$ cat src/rtl/spi_sram_arbiter_pkg.sv
// spi_sram_arbiter_pkg: shared state encodings, port indices and 23LC1024 command codes
package spi_sram_arbiter_pkg;
  typedef enum logic [1:0] {IDLE = 2'd0, ISSUE = 2'd1, WAIT = 2'd2, DONE = 2'd3} state_t;
  localparam logic PORT0 = 1'b0;
  localparam logic PORT1 = 1'b1;
  localparam logic [7:0] CMD_READ = 8'h03;
  localparam logic [7:0] CMD_WRITE = 8'h02;
  localparam logic [7:0] CMD_EQIO = 8'h38;
  localparam logic [7:0] CMD_RSTIO = 8'hFF;
  localparam logic [7:0] CMD_RDMR = 8'h05;
  localparam logic [7:0] CMD_WRMR = 8'h01;
  localparam logic [1:0] MODE_BYTE = 2'b00;
  localparam logic [1:0] MODE_PAGE = 2'b10;
  localparam logic [1:0] MODE_SEQ = 2'b01;
endpackage

$ cat src/rtl/spi_sram_arbiter_if.sv
// spi_sram_arbiter_if: requester ports, encoder connection and status of the SRAM arbiter
// req/we/addr/wdata 0/1: requester inputs; ack/rdata 0/1: completion outputs; error: sticky timeout
// enc_request/address/write_enable/data_out: to encoder; enc_data_in/busy/initialized: from encoder
interface spi_sram_arbiter_if #(parameter int WORD_WIDTH = 16, parameter int ADDRESS_WIDTH = 16);
  logic req0, req1, we0, we1, ack0, ack1, error;
  logic [ADDRESS_WIDTH-1:0] addr0, addr1, enc_address;
  logic [WORD_WIDTH-1:0] wdata0, wdata1, rdata0, rdata1, enc_data_out, enc_data_in;
  logic enc_request, enc_write_enable, enc_busy, enc_initialized;
  modport slave (
    input req0, req1, we0, we1, addr0, addr1, wdata0, wdata1, enc_data_in, enc_busy, enc_initialized,
    output ack0, ack1, rdata0, rdata1, error, enc_request, enc_address, enc_write_enable, enc_data_out
  );
  modport master (
    output req0, req1, we0, we1, addr0, addr1, wdata0, wdata1, enc_data_in, enc_busy, enc_initialized,
    input ack0, ack1, rdata0, rdata1, error, enc_request, enc_address, enc_write_enable, enc_data_out
  );
endinterface

$ cat src/rtl/spi_sram_arbiter_rr_arbiter2.sv
// rr_arbiter2: combinational two-request round-robin grant
// req0/req1: requests; last_grant: port granted previously; grant_valid/grant_idx: winner
module rr_arbiter2 (
  input  logic req0,
  input  logic req1,
  input  logic last_grant,
  output logic grant_valid,
  output logic grant_idx
);
  assign grant_valid = req0 | req1;
  assign grant_idx = (req0 & req1) ? ~last_grant : req1;
endmodule

$ cat src/rtl/spi_sram_arbiter.sv
// spi_sram_arbiter: shares one quad-SPI SRAM encoder between two requesters with round-robin grant
// clk: system clock (encoder clock); reset_n: async active-low reset; bus: requester and encoder signals
import spi_sram_arbiter_pkg::*;
module spi_sram_arbiter #(
  parameter int WORD_WIDTH = 16,
  parameter int ADDRESS_WIDTH = 16,
  parameter int TIMEOUT_CYCLES = 255
) (
  input logic clk,
  input logic reset_n,
  spi_sram_arbiter_if.slave bus
);
  localparam int CW = $clog2(TIMEOUT_CYCLES + 1);
  localparam logic [CW-1:0] T_MAX = CW'(TIMEOUT_CYCLES);
  state_t state, state_n;
  logic grant, last_grant, grant_valid, grant_idx, take, capture, abort, error;
  logic [CW-1:0] cnt;
  logic [ADDRESS_WIDTH-1:0] enc_address;
  logic enc_write_enable;
  logic [WORD_WIDTH-1:0] enc_data_out, rdata0, rdata1;
  rr_arbiter2 u_rr (
    .req0(bus.req0),
    .req1(bus.req1),
    .last_grant(last_grant),
    .grant_valid(grant_valid),
    .grant_idx(grant_idx)
  );
  // abort fires only when the normal exit of the state is not also happening
  always_comb begin
    take = state == IDLE && bus.enc_initialized && !bus.enc_busy && grant_valid;
    capture = state == WAIT && !bus.enc_busy;
    abort = cnt == T_MAX && ((state == ISSUE && !bus.enc_busy) || (state == WAIT && bus.enc_busy));
    state_n = state;
    case (state)
      IDLE: state_n = take ? ISSUE : IDLE;
      ISSUE: state_n = bus.enc_busy ? WAIT : abort ? DONE : ISSUE;
      WAIT: state_n = (capture || abort) ? DONE : WAIT;
      default: state_n = IDLE;
    endcase
  end
  always_ff @(posedge clk or negedge reset_n)
    if (!reset_n) state <= IDLE;
    else state <= state_n;
  always_ff @(posedge clk or negedge reset_n) begin
    if (!reset_n) begin
      grant <= PORT0;
      last_grant <= PORT1;
      cnt <= '0;
      enc_address <= '0;
      enc_write_enable <= 1'b0;
      enc_data_out <= '0;
      rdata0 <= '0;
      rdata1 <= '0;
      error <= 1'b0;
    end else begin
      if (take) begin
        grant <= grant_idx;
        last_grant <= grant_idx;
        enc_address <= grant_idx ? bus.addr1 : bus.addr0;
        enc_write_enable <= grant_idx ? bus.we1 : bus.we0;
        enc_data_out <= grant_idx ? bus.wdata1 : bus.wdata0;
        cnt <= '0;
      end else if (state == ISSUE || state == WAIT) cnt <= cnt + 1'b1;
      if (abort) error <= 1'b1;
      if ((capture || abort) && !enc_write_enable) begin
        if (grant == PORT1) rdata1 <= capture ? bus.enc_data_in : '1;
        else rdata0 <= capture ? bus.enc_data_in : '1;
      end
    end
  end
  assign bus.enc_request = state == ISSUE;
  assign bus.enc_address = enc_address;
  assign bus.enc_write_enable = enc_write_enable;
  assign bus.enc_data_out = enc_data_out;
  assign bus.ack0 = state == DONE && grant == PORT0;
  assign bus.ack1 = state == DONE && grant == PORT1;
  assign bus.rdata0 = rdata0;
  assign bus.rdata1 = rdata1;
  assign bus.error = error;
endmodule

$ cat src/flat_wrapper.sv
// flat-port wrapper written by rule: the top's interface ports become plain ports
module spi_sram_arbiter_flat 
#(
  parameter int WORD_WIDTH = 16,
  parameter int ADDRESS_WIDTH = 16,
  parameter int TIMEOUT_CYCLES = 255
)
  (clk, reset_n, bus_req0, bus_req1, bus_we0, bus_we1, bus_addr0, bus_addr1, bus_wdata0, bus_wdata1, bus_enc_data_in, bus_enc_busy, bus_enc_initialized, bus_ack0, bus_ack1, bus_rdata0, bus_rdata1, bus_error, bus_enc_request, bus_enc_address, bus_enc_write_enable, bus_enc_data_out);
  spi_sram_arbiter_if #(.WORD_WIDTH(WORD_WIDTH), .ADDRESS_WIDTH(ADDRESS_WIDTH)) bus_i ();
  input logic clk;
  input logic reset_n;
  input wire logic [$bits(bus_i.req0)-1:0] bus_req0;
  input wire logic [$bits(bus_i.req1)-1:0] bus_req1;
  input wire logic [$bits(bus_i.we0)-1:0] bus_we0;
  input wire logic [$bits(bus_i.we1)-1:0] bus_we1;
  input wire logic [$bits(bus_i.addr0)-1:0] bus_addr0;
  input wire logic [$bits(bus_i.addr1)-1:0] bus_addr1;
  input wire logic [$bits(bus_i.wdata0)-1:0] bus_wdata0;
  input wire logic [$bits(bus_i.wdata1)-1:0] bus_wdata1;
  input wire logic [$bits(bus_i.enc_data_in)-1:0] bus_enc_data_in;
  input wire logic [$bits(bus_i.enc_busy)-1:0] bus_enc_busy;
  input wire logic [$bits(bus_i.enc_initialized)-1:0] bus_enc_initialized;
  output wire logic [$bits(bus_i.ack0)-1:0] bus_ack0;
  output wire logic [$bits(bus_i.ack1)-1:0] bus_ack1;
  output wire logic [$bits(bus_i.rdata0)-1:0] bus_rdata0;
  output wire logic [$bits(bus_i.rdata1)-1:0] bus_rdata1;
  output wire logic [$bits(bus_i.error)-1:0] bus_error;
  output wire logic [$bits(bus_i.enc_request)-1:0] bus_enc_request;
  output wire logic [$bits(bus_i.enc_address)-1:0] bus_enc_address;
  output wire logic [$bits(bus_i.enc_write_enable)-1:0] bus_enc_write_enable;
  output wire logic [$bits(bus_i.enc_data_out)-1:0] bus_enc_data_out;
  assign bus_i.req0 = bus_req0;
  assign bus_i.req1 = bus_req1;
  assign bus_i.we0 = bus_we0;
  assign bus_i.we1 = bus_we1;
  assign bus_i.addr0 = bus_addr0;
  assign bus_i.addr1 = bus_addr1;
  assign bus_i.wdata0 = bus_wdata0;
  assign bus_i.wdata1 = bus_wdata1;
  assign bus_i.enc_data_in = bus_enc_data_in;
  assign bus_i.enc_busy = bus_enc_busy;
  assign bus_i.enc_initialized = bus_enc_initialized;
  assign bus_ack0 = bus_i.ack0;
  assign bus_ack1 = bus_i.ack1;
  assign bus_rdata0 = bus_i.rdata0;
  assign bus_rdata1 = bus_i.rdata1;
  assign bus_error = bus_i.error;
  assign bus_enc_request = bus_i.enc_request;
  assign bus_enc_address = bus_i.enc_address;
  assign bus_enc_write_enable = bus_i.enc_write_enable;
  assign bus_enc_data_out = bus_i.enc_data_out;
  spi_sram_arbiter #(.WORD_WIDTH(WORD_WIDTH), .ADDRESS_WIDTH(ADDRESS_WIDTH), .TIMEOUT_CYCLES(TIMEOUT_CYCLES)) u_core (.clk(clk), .reset_n(reset_n), .bus(bus_i));
endmodule
$ cat config.mk
export PLATFORM = sky130hd
export DESIGN_NAME = spi_sram_arbiter_flat
export DESIGN_NICKNAME = d
export VERILOG_FILES = /design/src/rtl/spi_sram_arbiter_pkg.sv /design/src/rtl/spi_sram_arbiter_if.sv /design/src/rtl/spi_sram_arbiter_rr_arbiter2.sv /design/src/rtl/spi_sram_arbiter.sv /design/src/flat_wrapper.sv
export SDC_FILE = /design/constraint.sdc
export NUM_CORES = 1
export LEC_CHECK = 0
export ABC_CLOCK_PERIOD_IN_PS = 2000
export CAP_MARGIN = 10
export CORE_MARGIN = 10
export CORE_UTILIZATION = 42
export CTS_CLUSTER_DIAMETER = 30
export DETAILED_ROUTE_END_ITERATION = 8
export GPL_ROUTABILITY_DRIVEN = 0
export PLACE_DENSITY = 0.81
export SYNTH_ARGS = -nofsm -noshare
export SYNTH_HDL_FRONTEND = slang
export SYNTH_SLANG_ARGS = --single-unit
$ cat constraint.sdc
create_clock -name clk -period 2 [get_ports clk]
set_input_delay 0.4 -clock clk [delete_from_list [all_inputs] [get_ports clk]]
set_output_delay 0.4 -clock clk [all_outputs]
set_load 0.03 [all_outputs]
---- Word level (Yosys, flattened, before mapping) ----
Index checks and enable logic that the tools add are counted.
storage, ports and cells
  input port bits ......................... 88
  word-level logic and storage cells ...... 50
  output and inout bits ................... 69
  register bits after elaboration ......... 78
operators by class
  eq/ne operators ......................... 4
  reduce and logical (&&, ||, !) cells .... 19
  bitwise operators ....................... 4
  mux-type cells .......................... 12
  add/subtract/negate cells ............... 1
operators by type and width
  cell                 number
  $mux 16              3
  $mux 8               2
  $logic_and 1x1->1    10
  $add 8x1->8 const B  1
  $eq 8x8->1 const B   1
  $pmux 2 s3           1
  $eq 2x2->1 const B   2
  $mux 1               4
  $mux 2               2
  $reduce_and 2->1     2
  $logic_or 1x1->1     3
  $eq 2x1->1 const B   1
  $logic_not 1->1      2
  $logic_not 2->1      1
  $not 1->1            2
  $reduce_bool 2->1    1
  $and 1x1->1          1
  $or 1x1->1           1

---- Logic depth before layout (Yosys ltp) ----
Gate-level depths: netlist of the first run.
  depth in word-level cells ............... 7
  mapped depth ............................ 7
  mapped depth without buffers ............ 6

---- Hierarchy ----
A second synthesis of the first run with hierarchy kept.
second synthesis, totals
  cells, all modules ...................... 323
  area total of the unflattened synthesis .. 3573.4 um^2
by module, submodules not included
  module            sequential area each (um^2)  area each (um^2)  instances  cells each
  spi_sram_arbiter  1953.1                       3559.7            1          321
  rr_arbiter2       0.0                          13.8              1          2

---- Worst setup path after synthesis of the first run ----
Ideal clock, no wire load.
  path type ............................... register to register
  start point ............................. register u_core.state[1]
  end point ............................... register u_core.rdata0[10], in the netlist u_core.bus.rdata0[10]
  required time ........................... 1.936 ns
  path buffers ............................ 1
  arrival ................................. 1.686 ns
  stages on the path, launching flop included .. 7
  library setup time ...................... 0.064 ns
  slack ................................... 0.250 ns
  period minus slack after synthesis ...... 1.750 ns
  cell sequence ........................... dfrtp_1 > inv_1 > ha_1 > a31oi_2 > nor3_4 > buf_6 > o32a_2
between the ends
  word-level cells in the longest chain between the ends .. 7
  elaborated cells on any way between the ends .. 11
  those cells by class .................... 2 x eq/ne; 1 x mux; 8 x reduce/logical
ends and longest elaborated chain
  what                        line                    source
  from (decl)                 spi_sram_arbiter.sv:15  state_t state, state_n;
  from (signal assigned)      spi_sram_arbiter.sv:43  else state <= state_n;
  $eq 2x1->1                  --
  net bus_enc_request         flat_wrapper.sv:28      output wire logic [$bits(bus_i.enc_request)-1:0] bus_enc_request;
  $logic_and 1x1->1           spi_sram_arbiter.sv:32  abort = cnt == T_MAX && ((state == ISSUE && !bus.enc_busy) || (state == WAIT && bus.enc_busy));
  $logic_or 1x1->1            spi_sram_arbiter.sv:32
  $logic_and 1x1->1           spi_sram_arbiter.sv:32
  $logic_or 1x1->1            spi_sram_arbiter.sv:65  if ((capture || abort) && !enc_write_enable) begin
  $logic_and 1x1->1           spi_sram_arbiter.sv:65
  $reduce_and 2->1 (no line)  --
  to (signal assigned)        spi_sram_arbiter.sv:67  else rdata0 <= capture ? bus.enc_data_in : '1;
  to (decl)                   spi_sram_arbiter.sv:20  logic [WORD_WIDTH-1:0] enc_data_out, rdata0, rdata1;
The timed path passes the listed nets, and every way through them passes these cells.
A chain may end at the register's enable or synchronous reset.

---- Worst setup path after layout of the first run ----
  start point ............................. register u_core.state[0]
  end point ............................... output bus_ack0
between the ends
  word-level cells in the longest chain between the ends .. 2
ends and longest elaborated chain
  what               line                    source
  $eq 2x2->1         spi_sram_arbiter.sv:75  assign bus.ack0 = state == DONE && grant == PORT0;
  $logic_and 1x1->1  spi_sram_arbiter.sv:75
  to (decl)          flat_wrapper.sv:23      output wire logic [$bits(bus_i.ack0)-1:0] bus_ack0;
No other way between the ends.

==> results.json, run 1 <==
{
  "outcome": "complete, no violations",
  "dieHeight_um": 111,
  "crit_family": "buffers and inverters",
  "post_drt_wl_per_cell_um": 17.7,
  "final_hold_viol_count": 0,
  "endpoint_kind": "output port",
  "skew_ns": 0.00593,
  "clock_latency_ns": 0.34,
  "r2r-start": "u_core.cnt[0]",
  "cts_made_buffers": 9,
  "detail_route.vias_per_cell": 5.26,
  "cellLeakagePower_nw": 2.21,
  "arrival_ns": 1.50,
  "hpwl_um": 7800,
  "cts_max_level": 3,
  "netlist_area_mm2": 0.00345,
  "min_period_ns": 1.90,
  "antenna_found_initial": 0,
  "area_growth_pct": 55.8,
  "synth_cells": 288,
  "synth_cell_types": 36,
  "finalWirelength_um": 9850,
  "gr-usage-all-layers_pct": 15.6,
  "crit_required_ns": 1.60,
  "layout_commonest_cell": "clkdlybuf4s50_1",
  "slew_viol_final": 0,
  "die_w_um": 111,
  "antenna_cells": 0,
  "port_buffers": 156,
  "hp-class": "input port to asynchronous set/reset pin",
  "critPathCapture": "bus_ack0",
  "via_count": 2925,
  "final_area_mm2": 0.00538,
  "final_nets": 539,
  "holdWs_ns": 0.00841,
  "crit_cells": 3,
  "setup_viol": 0,
  "r2r_slack_ns": 0.27,
  "worstRegToRegCells": 6,
  "dr.pass1.iters": 6,
  "cts_max_path_buffers": 2,
  "rsz0062_at_grt": "false",
  "max-cap-violations": 0,
  "path_max_fanout": 4,
  "io_pins": 157,
  "rows": 33,
  "drt_iter0_markers": 80,
  "worstMarginPinSlew_ns": 0.474,
  "grt_first_pass_wirelength_um": 15800,
  "core_area_mm2": 0.00809,
  "layout_common_cells": "clkdlybuf4s50_1, dfrtp_1, nor2_1",
  "drive_gt1_share_pct": 14.6,
  "cp-start-kind": "register",
  "synthesis.nets": 381,
  "critPathKind": "register to output port",
  "crit_buf_inv": 1,
  "first_global_vias": 3040,
  "place_area_mm2": 0.00518,
  "fmax_ghz": 0.526,
  "drc_errors": 0,
  "ir_worst_vdd_mv": 0.654,
  "detail-route-antenna-nets": 0,
  "ys_warn_count": 0,
  "cts_tree": "built",
  "r2r-end": "u_core.bus.rdata0[8]",
  "root_buffer": "clkbuf_8",
  "crit_path_top_delay_cell": "dlygate4sd2_1",
  "finalCritPeriodShare_pct": 95.0,
  "crit_path_start": "u_core.state[0]",
  "die_area_mm2": 0.0123,
  "crit_chain": "ha_1 > nor2b_1 > dlygate4sd2_1",
  "initial_utilization_pct": 42.7,
  "cts.sinks": 78,
  "power_density_mw_per_mm2": 1490,
  "ys_seq_area_share_pct": 56.5,
  "relSlewSlack_pct": 68.4,
  "grt.overflow.total": 0,
  "ys_ff_latch": 78,
  "cts_hold_buffers": 0,
  "grt_max_degree": 39,
  "clk_pin_slew_ns": 0.08,
  "final.setup.tns_ns": 0,
  "cp_slowest_stage_delay_ns": 0.41,
  "synth_area_per_cell_um2": 12.0
}
-- per-layer routing --
metal / routed length [µm] / vias to the layer above / global-route usage (%)
met4: 160 / 0 / 4.86
li1: - / 1369 / -
met2: 4870 / 129 / 26.5
met5: 0 / - / 0
met3: 863 / 13 / 5.68
met1: 3950 / 1414 / 17.7
-- stage by stage --
stage / worst slack, ns / util [%] / cells / total power, W
after CTS: 0.0264 / 66.2 / 552 / 0.00813
after floorplan: 0.250 / - / 288 / 0.00511
after global routing: 0.0265 / 66.5 / 556 / 0.00854
after detailed placement: -0.0126 / 64.0 / 536 / 0.00706
after global placement: 0.0249 / 64.0 / 536 / 0.00695
final: 0.100 / 66.5 / 556 / 0.00805
-- registers in the layout, summed over array words and instances (netlist names) --
signal / flops
u_core.bus.enc_address: 16
u_core.bus.enc_data_out: 16
u_core.bus.enc_write_enable: 1
u_core.bus.error: 1
u_core.bus.rdata0: 16
u_core.bus.rdata1: 16
u_core.cnt: 8
u_core.grant: 1
u_core.last_grant: 1
u_core.state: 2
-- cells by family after synthesis --
family	after synthesis	synth area share, %
XOR/XNOR	7	1.77
multiplexers	36	10.5
buffers and inverters	26	3.59
adder cells (fa/ha/maj)	5	1.81
flip-flops	78	56.5
AND/OR/NAND/NOR	62	8.66
AO/OA/AOI/OAI	74	17.2
-- timing repair --
action	CTS	global route
resized for setup	3	2
pin swaps	0	2
hold endpoints to repair	0	0
endpoints found under the setup margin	3	33
setup buffers	0	4
-- worst min-delay path by stage --
| stage | slack (ns) | cells past startpoint | endpoint |
|---|---|---|---|
| 4_1_cts | 0.02 | 1 | u_core.bus.rdata0[3] |
| 6_report | 0.008 | 1 | u_core.bus.enc_data_out[10] |
| 2_1_floorplan | 0.10 | 0 | u_core.bus.enc_address[0] |
| 3_3_place_gp | 0.39 | 1 | u_core.bus.enc_data_out[10] |
| 5_1_grt | 0.03 | 1 | u_core.bus.enc_data_out[10] |
| 3_5_place_dp | 0.39 | 1 | u_core.bus.enc_data_out[10] |
-- power by group --
part | leakage (nW) | internal, W | switching [W]
clock | 0.0829 | 0.000465 | 0.000604
sequential | 0.876 | 0.00228 | 0.000438
combinational | 1.25 | 0.00189 | 0.00237
-- synthesized netlist by cell type --
library cell,count,area share (%)
a21boi_0,1,0.22
a21o_1,1,0.22
a21oi_1,34,4.9
a31oi_1,1,0.18
a31oi_2,1,0.36
a31oi_4,1,0.62
and2_1,1,0.18
and2_2,1,0.22
and3_1,2,0.36
and3b_1,1,0.25
and4_4,1,0.33
buf_1,1,0.11
buf_2,9,1.3
buf_6,2,0.65
clkbuf_1,10,1.1
dfrtp_1,77,56
dfstp_2,1,0.76
ha_1,5,1.8
inv_1,4,0.43
mux2_2,1,0.33
mux2i_1,35,10
nand2_1,4,0.43
nand2b_1,1,0.18
nand3_1,2,0.29
nand4_1,2,0.36
nor2_1,41,4.5
nor2b_1,1,0.18
nor3_1,2,0.29
nor3_4,2,0.94
o21a_1,1,0.22
o21ai_0,2,0.29
o32a_1,8,2.3
o32a_2,24,7.8
or2_2,1,0.18
xnor2_1,1,0.25
xor2_1,6,1.5
-- layout make-up --
| type | instances | area, µm² |
|---|---|---|
| Clock buffer | 9 | 124 |
| Clock inverter | 7 | 57.6 |
| Fill cell | 643 | 2710 |
| Inverter | 4 | 15.0 |
| Multi-Input combinational cell | 184 | 1390 |
| Sequential cell | 78 | 1950 |
| Tap cell | 105 | 131 |
| Timing Repair Buffer | 169 | 1710 |
(Power assumes the default switching activity.)
==> inputs of run 2 (changes only) <==
- ABC_CLOCK_PERIOD_IN_PS: 2000 -> 1600
- CORE_UTILIZATION: 42 -> 25
- PLACE_DENSITY: 0.81 -> unset
- clock period: 2 -> 1.6 ns (I/O delays scaled with it)
==> run 2 against run 1 <==
  * The run now ends with negative hold slack, negative setup slack left
  * Sequential power is 24% higher
  * Combinational power is 31% higher
  * Worst setup slack worse by 0.13 ns
==> results.json, run 2 (synthesis results as in run 1) <==
{
  "outcome": "complete, but fails checks",
  "violations": "negative hold slack, negative setup slack",
  "place.detailed.instances": 628,
  "antenna_found_initial": 0,
  "io_pins": 157,
  "root_buffer": "clkbuf_16",
  "layout_common_cells": "clkdlybuf4s50_1, dfrtp_1, dlygate4sd2_1",
  "cellLeakagePower_nw": 2.47,
  "skew_ns": 0.00977,
  "grtUsageMet1_pct": 12.6,
  "r2r-end": "u_core.bus.enc_data_out[7]",
  "final_nets": 568,
  "setup_ws_ns": -0.0269,
  "holdWs_ns": -0.00161,
  "relSlewSlack_pct": 72.0,
  "final_hold_viol_count": 1,
  "gr-usage-met2_pct": 19.9,
  "hp-class": "input port to asynchronous set/reset pin",
  "power_density_mw_per_mm2": 1820,
  "drc_errors": 0,
  "fmax_ghz": 0.615,
  "slew_viol_final": 0,
  "max-cap-violations": 0,
  "via_count": 3040,
  "cts_max_level": 3,
  "first_global_vias": 3218,
  "gr-usage-all-layers_pct": 11.6,
  "dr.pass1.iters": 4,
  "endpoint_kind": "register",
  "final_area_mm2": 0.00605,
  "finalWirelength_um": 11400,
  "final.setup.tns_ns": -0.0659,
  "drive_gt1_share_pct": 28.1,
  "r2r_slack_ns": -0.03,
  "clock_latency_ns": 0.34,
  "worstMarginPinSlew_ns": 0.421,
  "hpwl_um": 8320,
  "initial_utilization_pct": 25.8,
  "min_period_ns": 1.63,
  "antenna_cells": 0,
  "arrival_ns": 1.87,
  "r2r-start": "u_core.state[1]",
  "core_area_mm2": 0.0134,
  "die_area_mm2": 0.0189,
  "detail_route.vias_per_cell": 4.63,
  "cts_tree": "built",
  "crit_required_ns": 1.85,
  "die_w_um": 138,
  "grt_first_pass_wirelength_um": 17200,
  "rsz0062_at_grt": "true",
  "cts.sinks": 78,
  "place_area_mm2": 0.00547,
  "clk_pin_slew_ns": 0.06,
  "cts_made_buffers": 9,
  "finalCritPeriodShare_pct": 102,
  "dieHeight_um": 138,
  "area_growth_pct": 75.3,
  "layout_commonest_cell": "clkdlybuf4s50_1",
  "port_buffers": 156,
  "stdcell_count": 656,
  "cts_max_path_buffers": 2,
  "worstRegToRegCells": 7,
  "post_drt_wl_per_cell_um": 17.4,
  "rows": 42,
  "ir_worst_vdd_mv": 0.614,
  "top_usage_layer": "met2",
  "detail-route-antenna-nets": 0,
  "met3_usage_pct": 4.73,
  "critPathKind": "register to register",
  "cp-start-kind": "register",
  "setup_viol": 7,
  "path_max_fanout": 13,
  "grt.overflow.total": 0,
  "grt_max_degree": 79,
  "drt_iter0_markers": 185
}
==> run 2: changes by cell type in the layout (fill, tap and decap cells not counted), moves of 6 or more <==
cell,previous run,this run
dlygate4sd2_1,2,66
clkbuf_8,9,1
nor2_4,0,8
clkdlybuf4s50_1,152,86
nor2_1,41,23
a21oi_2,0,6
nor2_2,0,10
a21oi_1,34,28
buf_4,9,28
clkbuf_16,0,12
==> run 2: per-stage QoR <==
stage	setup slack (ns)	total power, W	hold WS (ns)	utilization, %
2_1_floorplan	0.00467	0.00641	0.0244	-
3_3_place_gp	-0.375	0.00906	0.378	40.8
3_5_place_dp	-0.406	0.00918	0.386	40.8
4_1_cts	-0.0366	0.0108	0.0159	43.3
5_1_grt	-0.149	0.0117	0.0263	45.2
6_report	-0.0269	0.0110	-0.00161	45.2
==> run 2: timing repair <==
item	4_1_cts	5_1_grt
pin swaps	5	14
hold buffers	0	0
setup buffers	8	1
gates resized for setup	76	48
gates cloned	0	3
endpoints found under the setup margin	115	77
==> run 2: worst max-delay path by stage <==
stage | from | end | slack [ns] | depth (start not counted)
after CTS | u_core.state[0] | u_core.bus.enc_address[2] | -0.04 | 8
after floorplan | u_core.state[0] | u_core.bus.rdata0[10] | 0.005 | 5
after global placement | bus_enc_busy | u_core.bus.rdata0[14] | -0.37 | 5
final | u_core.state[1] | u_core.bus.enc_data_out[7] | -0.03 | 7
after detailed placement | bus_enc_busy | u_core.bus.rdata0[1] | -0.41 | 5
after global routing | u_core.state[0] | u_core.bus.enc_data_out[7] | -0.15 | 8
==> run 2: where the power goes <==
group          internal (W)  switching (W)  total (W)
Clock               0.00125       0.000790    0.00204
Combinational       0.00232        0.00328    0.00560
Sequential          0.00286       0.000505    0.00336
==> run 2: worst max-delay path, stage by stage (launching register included) <==
cell and delay (ns):
dfrtp_2 0.44, inv_2 0.12, ha_4 0.14, and3b_2 0.20, o21a_4 0.23, clkbuf_16 0.20
nor2_1 0.05, a21oi_1 0.15
==> run 2: cell type report <==
class | instances | area (µm²)
clock buffers | 13 | 250
well taps | 176 | 220
fillers | 1291 | 7350
repair buffers | 198 | 1980
flip-flops and latches | 78 | 1960
multi-input cells | 184 | 1590
inverters | 4 | 15.0
clock inverters | 3 | 43.8
==> run 2: layer usage <==
| metal | share of wire (%) | routed length (µm) |
|---|---|---|
| met5 | 0 | 0 |
| met4 | 1.3 | 144 |
| met3 | 7.5 | 860 |
| met2 | 52 | 5910 |
| met1 | 40 | 4530 |
==> inputs of run 3 (changes only) <==
- GPL_ROUTABILITY_DRIVEN: 0 -> unset
==> results of run 3 <==
No change in the layout: final DEF, timing and power equal those of run 2.
